`src/rtl/wb_dual_stage.sv`:
```
// wb_dual_stage: dual-lane MEM/WB pipeline register with writeback select, conflict resolution and retire counter
//
// Ports:
//   r_clk, r_rst                 clock (posedge) and asynchronous active-low reset
//   i_stall, i_flush             hold stage contents / invalidate both lanes (flush wins)
//   i_valid_n, i_reg_wr_n        lane occupancy and register-write intent
//   i_mem_to_reg_n               select load data (1) or ALU result (0)
//   i_addr_rd_n, i_alu_n, i_mem_n  destination, ALU result, load data
//   o_wr_en_n, o_addr_rd_n, o_data_rd_n  register-file write ports (data also feeds forwarding)
//   o_valid_n                    WB lane occupied
//   o_retired                    retired-instruction count, wraps modulo 2^CWIDTH
module wb_dual_stage #(
   parameter int AWIDTH = 5,
   parameter int DWIDTH = 32,
   parameter int CWIDTH = 32
) (
   input  logic              r_clk,
   input  logic              r_rst,
   input  logic              i_stall,
   input  logic              i_flush,
   input  logic              i_valid_1,
   input  logic              i_valid_2,
   input  logic              i_reg_wr_1,
   input  logic              i_reg_wr_2,
   input  logic              i_mem_to_reg_1,
   input  logic              i_mem_to_reg_2,
   input  logic [AWIDTH-1:0] i_addr_rd_1,
   input  logic [AWIDTH-1:0] i_addr_rd_2,
   input  logic [DWIDTH-1:0] i_alu_1,
   input  logic [DWIDTH-1:0] i_alu_2,
   input  logic [DWIDTH-1:0] i_mem_1,
   input  logic [DWIDTH-1:0] i_mem_2,
   output logic              o_wr_en_1,
   output logic              o_wr_en_2,
   output logic [AWIDTH-1:0] o_addr_rd_1,
   output logic [AWIDTH-1:0] o_addr_rd_2,
   output logic [DWIDTH-1:0] o_data_rd_1,
   output logic [DWIDTH-1:0] o_data_rd_2,
   output logic              o_valid_1,
   output logic              o_valid_2,
   output logic [CWIDTH-1:0] o_retired
);
   logic              r_valid_1, r_valid_2, r_reg_wr_1, r_reg_wr_2, r_mtr_1, r_mtr_2;
   logic [AWIDTH-1:0] r_rd_1, r_rd_2;
   logic [DWIDTH-1:0] r_alu_1, r_alu_2, r_mem_1, r_mem_2;
   logic [CWIDTH-1:0] r_retired;
   logic              w_wr_en_1, w_wr_en_2;

   always_ff @(posedge r_clk or negedge r_rst)
      if (!r_rst) begin
         r_valid_1  <= 1'b0;
         r_valid_2  <= 1'b0;
         r_reg_wr_1 <= 1'b0;
         r_reg_wr_2 <= 1'b0;
         r_mtr_1    <= 1'b0;
         r_mtr_2    <= 1'b0;
         r_rd_1     <= '0;
         r_rd_2     <= '0;
         r_alu_1    <= '0;
         r_alu_2    <= '0;
         r_mem_1    <= '0;
         r_mem_2    <= '0;
         r_retired  <= '0;
      end else begin
         // Occupants leave WB on any non-stalled edge, flush included, so they retire then.
         if (i_flush || !i_stall)
            r_retired <= r_retired + CWIDTH'(r_valid_1) + CWIDTH'(r_valid_2);
         if (i_flush) begin
            r_valid_1 <= 1'b0;
            r_valid_2 <= 1'b0;
         end else if (!i_stall) begin
            r_valid_1  <= i_valid_1;
            r_valid_2  <= i_valid_2;
            r_reg_wr_1 <= i_reg_wr_1;
            r_reg_wr_2 <= i_reg_wr_2;
            r_mtr_1    <= i_mem_to_reg_1;
            r_mtr_2    <= i_mem_to_reg_2;
            r_rd_1     <= i_addr_rd_1;
            r_rd_2     <= i_addr_rd_2;
            r_alu_1    <= i_alu_1;
            r_alu_2    <= i_alu_2;
            r_mem_1    <= i_mem_1;
            r_mem_2    <= i_mem_2;
         end
      end

   // Lane 2 is younger, so on a shared destination its write is the one that must land.
   assign w_wr_en_2 = r_valid_2 & r_reg_wr_2 & (r_rd_2 != '0);
   assign w_wr_en_1 = r_valid_1 & r_reg_wr_1 & (r_rd_1 != '0) & ~(w_wr_en_2 & (r_rd_1 == r_rd_2));

   assign o_wr_en_1   = w_wr_en_1;
   assign o_wr_en_2   = w_wr_en_2;
   assign o_addr_rd_1 = r_rd_1;
   assign o_addr_rd_2 = r_rd_2;
   assign o_data_rd_1 = r_mtr_1 ? r_mem_1 : r_alu_1;
   assign o_data_rd_2 = r_mtr_2 ? r_mem_2 : r_alu_2;
   assign o_valid_1   = r_valid_1;
   assign o_valid_2   = r_valid_2;
   assign o_retired   = r_retired;
endmodule
```
`config.mk`:
```
export PLATFORM = sky130hd
export DESIGN_NAME = wb_dual_stage
export DESIGN_NICKNAME = d
export VERILOG_FILES = /design/src/rtl/wb_dual_stage.sv
export SDC_FILE = /design/constraint.sdc
export NUM_CORES = 1
export LEC_CHECK = 0
export CORE_MARGIN = 2
export CORE_UTILIZATION = 46
export DETAILED_ROUTE_END_ITERATION = 6
export PLACE_DENSITY_LB_ADDON = 0.05
export REMOVE_ABC_BUFFERS = 1
export SLEW_MARGIN = 0
export SYNTH_ARGS = -nofsm -noshare
export SYNTH_HDL_FRONTEND = slang
export SYNTH_SLANG_ARGS = --single-unit
export TNS_END_PERCENT = 100
```
`constraint.sdc`:
```
create_clock -name r_clk -period 2.4 [get_ports r_clk]
set_input_delay 0.24 -clock r_clk [delete_from_list [all_inputs] [get_ports r_clk]]
set_output_delay 0.24 -clock r_clk [all_outputs]
set_load 0.05 [all_outputs]
```
==> results <==
[registers in the layout, indices dropped and copies added (netlist names), 5 cells and up]
signal / flops
o_retired: 32
r_alu_1: 32
r_alu_2: 32
r_mem_1: 32
r_mem_2: 32
o_addr_rd_1: 5
o_addr_rd_2: 5
[worst paths after layout]
kind                                   end
setup / recovery           o_data_rd_2[19]
hold / removal               o_retired[24]
hold reg to reg              o_retired[31]
min in group r_clk              r_alu_2[4]
setup reg to reg             o_retired[11]
max in group asynchronous      r_alu_2[31]
[final cells by class]
type                            count  area (µm²)  area share
Multi-Input combinational cell    316        3160       0.279
Tap cell                          220         275      0.0243
Timing Repair Buffer              271        2910       0.256
Sequential cell                   176        4400       0.388
Clock buffer                       23         478      0.0421
Clock inverter                      6        83.8     0.00739
Inverter                           11        41.3     0.00364
[power by group through the flow]
stage	Clock, mW	Combinational, mW	Sequential [mW]
after detailed placement	0	3.30	3.71
after global routing	2.87	3.43	3.72
final	2.67	3.28	3.66
after global placement	0	3.25	3.67
after CTS	2.74	3.31	3.66
after floorplan	0	1.72	3.92
[placed cells by master (no fill, tap or decap), drive strengths merged, types with 11 or more instances in the layout]
cell	count
mux2	207
clkdlybuf4s50	190
dfrtp	176
buf	79
xor2	23
clkbuf	23
xnor2	12
nor4	12
inv	11
nand2	11
nor2	11
[worst reg2reg max path, delay by kind of cell (launching register included)]
family,cells,cell delay (ns)
and+or+nand+nor,3,0.97
buffers and inverters,1,0.08
adders and majority gates,1,0.45
xor gates and xnor gates,1,0.17
DFF,1,0.40
[metrics by stage]
step	instances	TNS [ns]	setup slack, ns	util
after global routing	1023	0	0.0380	0.687
final	1023	0	0.153	0.687
after global placement	993	0	0.389	0.652
after detailed placement	993	0	0.248	0.652
after CTS	1023	0	0.118	0.687
after floorplan	503	-658.30	-4.63	-
[layer usage]
layer / global-route usage / vias to the layer above / part of all wire
met5: 0 / - / 0
met4: 0.0626 / 0 / 0.016
met3: 0.0826 / 19 / 0.090
met2: 0.350 / 188 / 0.50
met1: 0.245 / 2579 / 0.39
li1: - / 2400 / -
[cells by family after synthesis]
group	count (synthesis)	synth area share
DFF	176	0.569
AOI/OAI and AO/OA	4	0.00372
buffers and inverters	41	0.0230
adders and majority gates	2	0.00420
muxes	209	0.304
xor gates and xnor gates	35	0.0396
and+or+nand+nor	66	0.0564
[what timing repair did]
item | CTS | global route
hold buffers | 1 | 0
endpoints found under the setup margin | 1 | 0
buffers inserted | 0 | 0
gates resized for setup | 1 | 0
endpoints found under the hold margin | 60 | 0
==> impl_results.md <==
- Proportion of power drawn by combinational gates: 0.341
- Internal cell power: 6.47 mW
- Post-synthesis cell type with the largest combined area: sky130_fd_sc_hd__dfrtp_1
- Number of synthesized flops with an enable pin: 0
- Cells taking the most area after synthesis: sky130_fd_sc_hd__dfrtp_1 (57%), sky130_fd_sc_hd__mux2_2 (30%), sky130_fd_sc_hd__xor2_1 (2.6%)
- Portion of total power attributed to the clock network: 0.278
- GPL Wtd Cong: 0.800
- Via count: 5,186
- Gr ovfl total: 0
- Cell Area, Synth: 7740 µm²
- Leakage component of the power: 4.87 nW
- Final setup violating endpoints: 0
- H-tree depth: 4
- Final total power: 9.60 mW
- Worst slew margin relative to its limit: 0.546
- Fin area: 11,400 µm²
- Nature of the critical path startpoint: register
- Initial Utilization: 0.468
- Netlist cell types: 34
- Net Sw Power: 3.14 mW
- Final hold violation count: 0
- Seq cells post-synth: 176
- Via count of the first global-routing pass: 5,699
- Number of max-capacitance violations reported: 0
- Worst clock skew: 0.00852 ns
- Clock buffer count from CTS: 17
- Average routed wire per standard cell: 17.7 µm
- Clock tree sinks: 176
- Antenna violations before repair: 1
- Critical path, cell by cell: buf_12, mux2_2, buf_4
- Overall Global Routing Usage: 0.207
- Peak per-stage delay on the critical path: 0.78 ns
- Post-layout min period: 2.25 ns
- Antenna Diode Count: 0
- Drt first-iter violations: 211
- Share of the synthesized area in the top cell type: 0.569
- Wire length of the first global-routing pass: 29,100 µm
- Proportion of layout cells with a drive suffix above 1: 0.400
- Crit path depth: 3
- Clock latency of the later-clocked register in the worst-skew pair: 0.42 ns
- Fill cell count: 1,180
- Actual transition at the worst max-transition pin: 0.681 ns
- Largest net degree at the start of global routing: 63
- Layout area overhead: 46.7%
- Sum of routed wire length over all layers: 18,100 µm
- Chip height: 134 µm
- Reg power frac: 0.381
- Maximum number of buffers from clock root to sink: 2
- R2R setup slack: 0.21 ns
- IO Port Bufs: 257
- Die Footprint: 17,900 µm²
- Path type of the worst setup path: reg -> out
- Die outline width: 134 µm
- Number of warnings issued by yosys: 0
- Top flip-flop cell by instance count after synthesis: sky130_fd_sc_hd__dfrtp_1
- Fin crit share: 0.936
- Total power divided by cell area: 846 nW/µm²
- Area of placed instances: 10,800 µm²
- Result of the run: finished clean
- CP delay by family, top: flip-flops
- CP Data Required Time: 2.16 ns
- Min-Delay Path Class: in -> async
- Total buffers and inverters traversed by the critical path: 2
- Row cnt: 47
- Sum of net half-perimeters after detailed placement: 13,500 µm
- Root Buffer Master: sky130_fd_sc_hd__clkbuf_16
- Async S/R FF share, synth: 1.00
- Top-count cell post-synth: sky130_fd_sc_hd__mux2_2
- Number of cell instances on the worst register-to-register path: 6
- Drt pass-1 iters: 4
- Core box area: 16,500 µm²
- Clock-pin slew of the registers on the worst-case setup and hold paths: 0.06 ns
- Arrival time of data at the critical path endpoint: 2.01 ns
- Upper clock frequency limit: 445 MHz
- Top post-synthesis cells by count: sky130_fd_sc_hd__mux2_2 (207), sky130_fd_sc_hd__dfrtp_1 (176), sky130_fd_sc_hd__clkbuf_1 (26)
- Critical Path Source: r_mtr_2
- Unrepaired setup endpoints after global routing: false
- Slowest cell on the critical path: sky130_fd_sc_hd__dfrtp_1
- Detail-routed via count per cell: 5.07
- Maximum vdd drop: 471 µV
- DRC violations left: 0
- Clock tree from TritonCTS: built
- Critical path endpoint category: output pin
- Num ports: 258
- Number of nets at the end of the flow: 943
- Final Max Tran Viols: 0
- Switching part of the total power: 0.326
- Sequential share of the synthesized area: 0.569
- Post-synthesis instance total: 533
- Count of antenna-violating nets left after detailed routing: 0
- Synthesized area divided by synthesized cell count: 14.5 µm²
- Max Fanout on Critical Path: 20
- Startpoint of the most critical register-to-register path: o_valid_1
- Minimum hold slack: 0.380 ns
No activity file was read; power rests on OpenSTA's default activity.
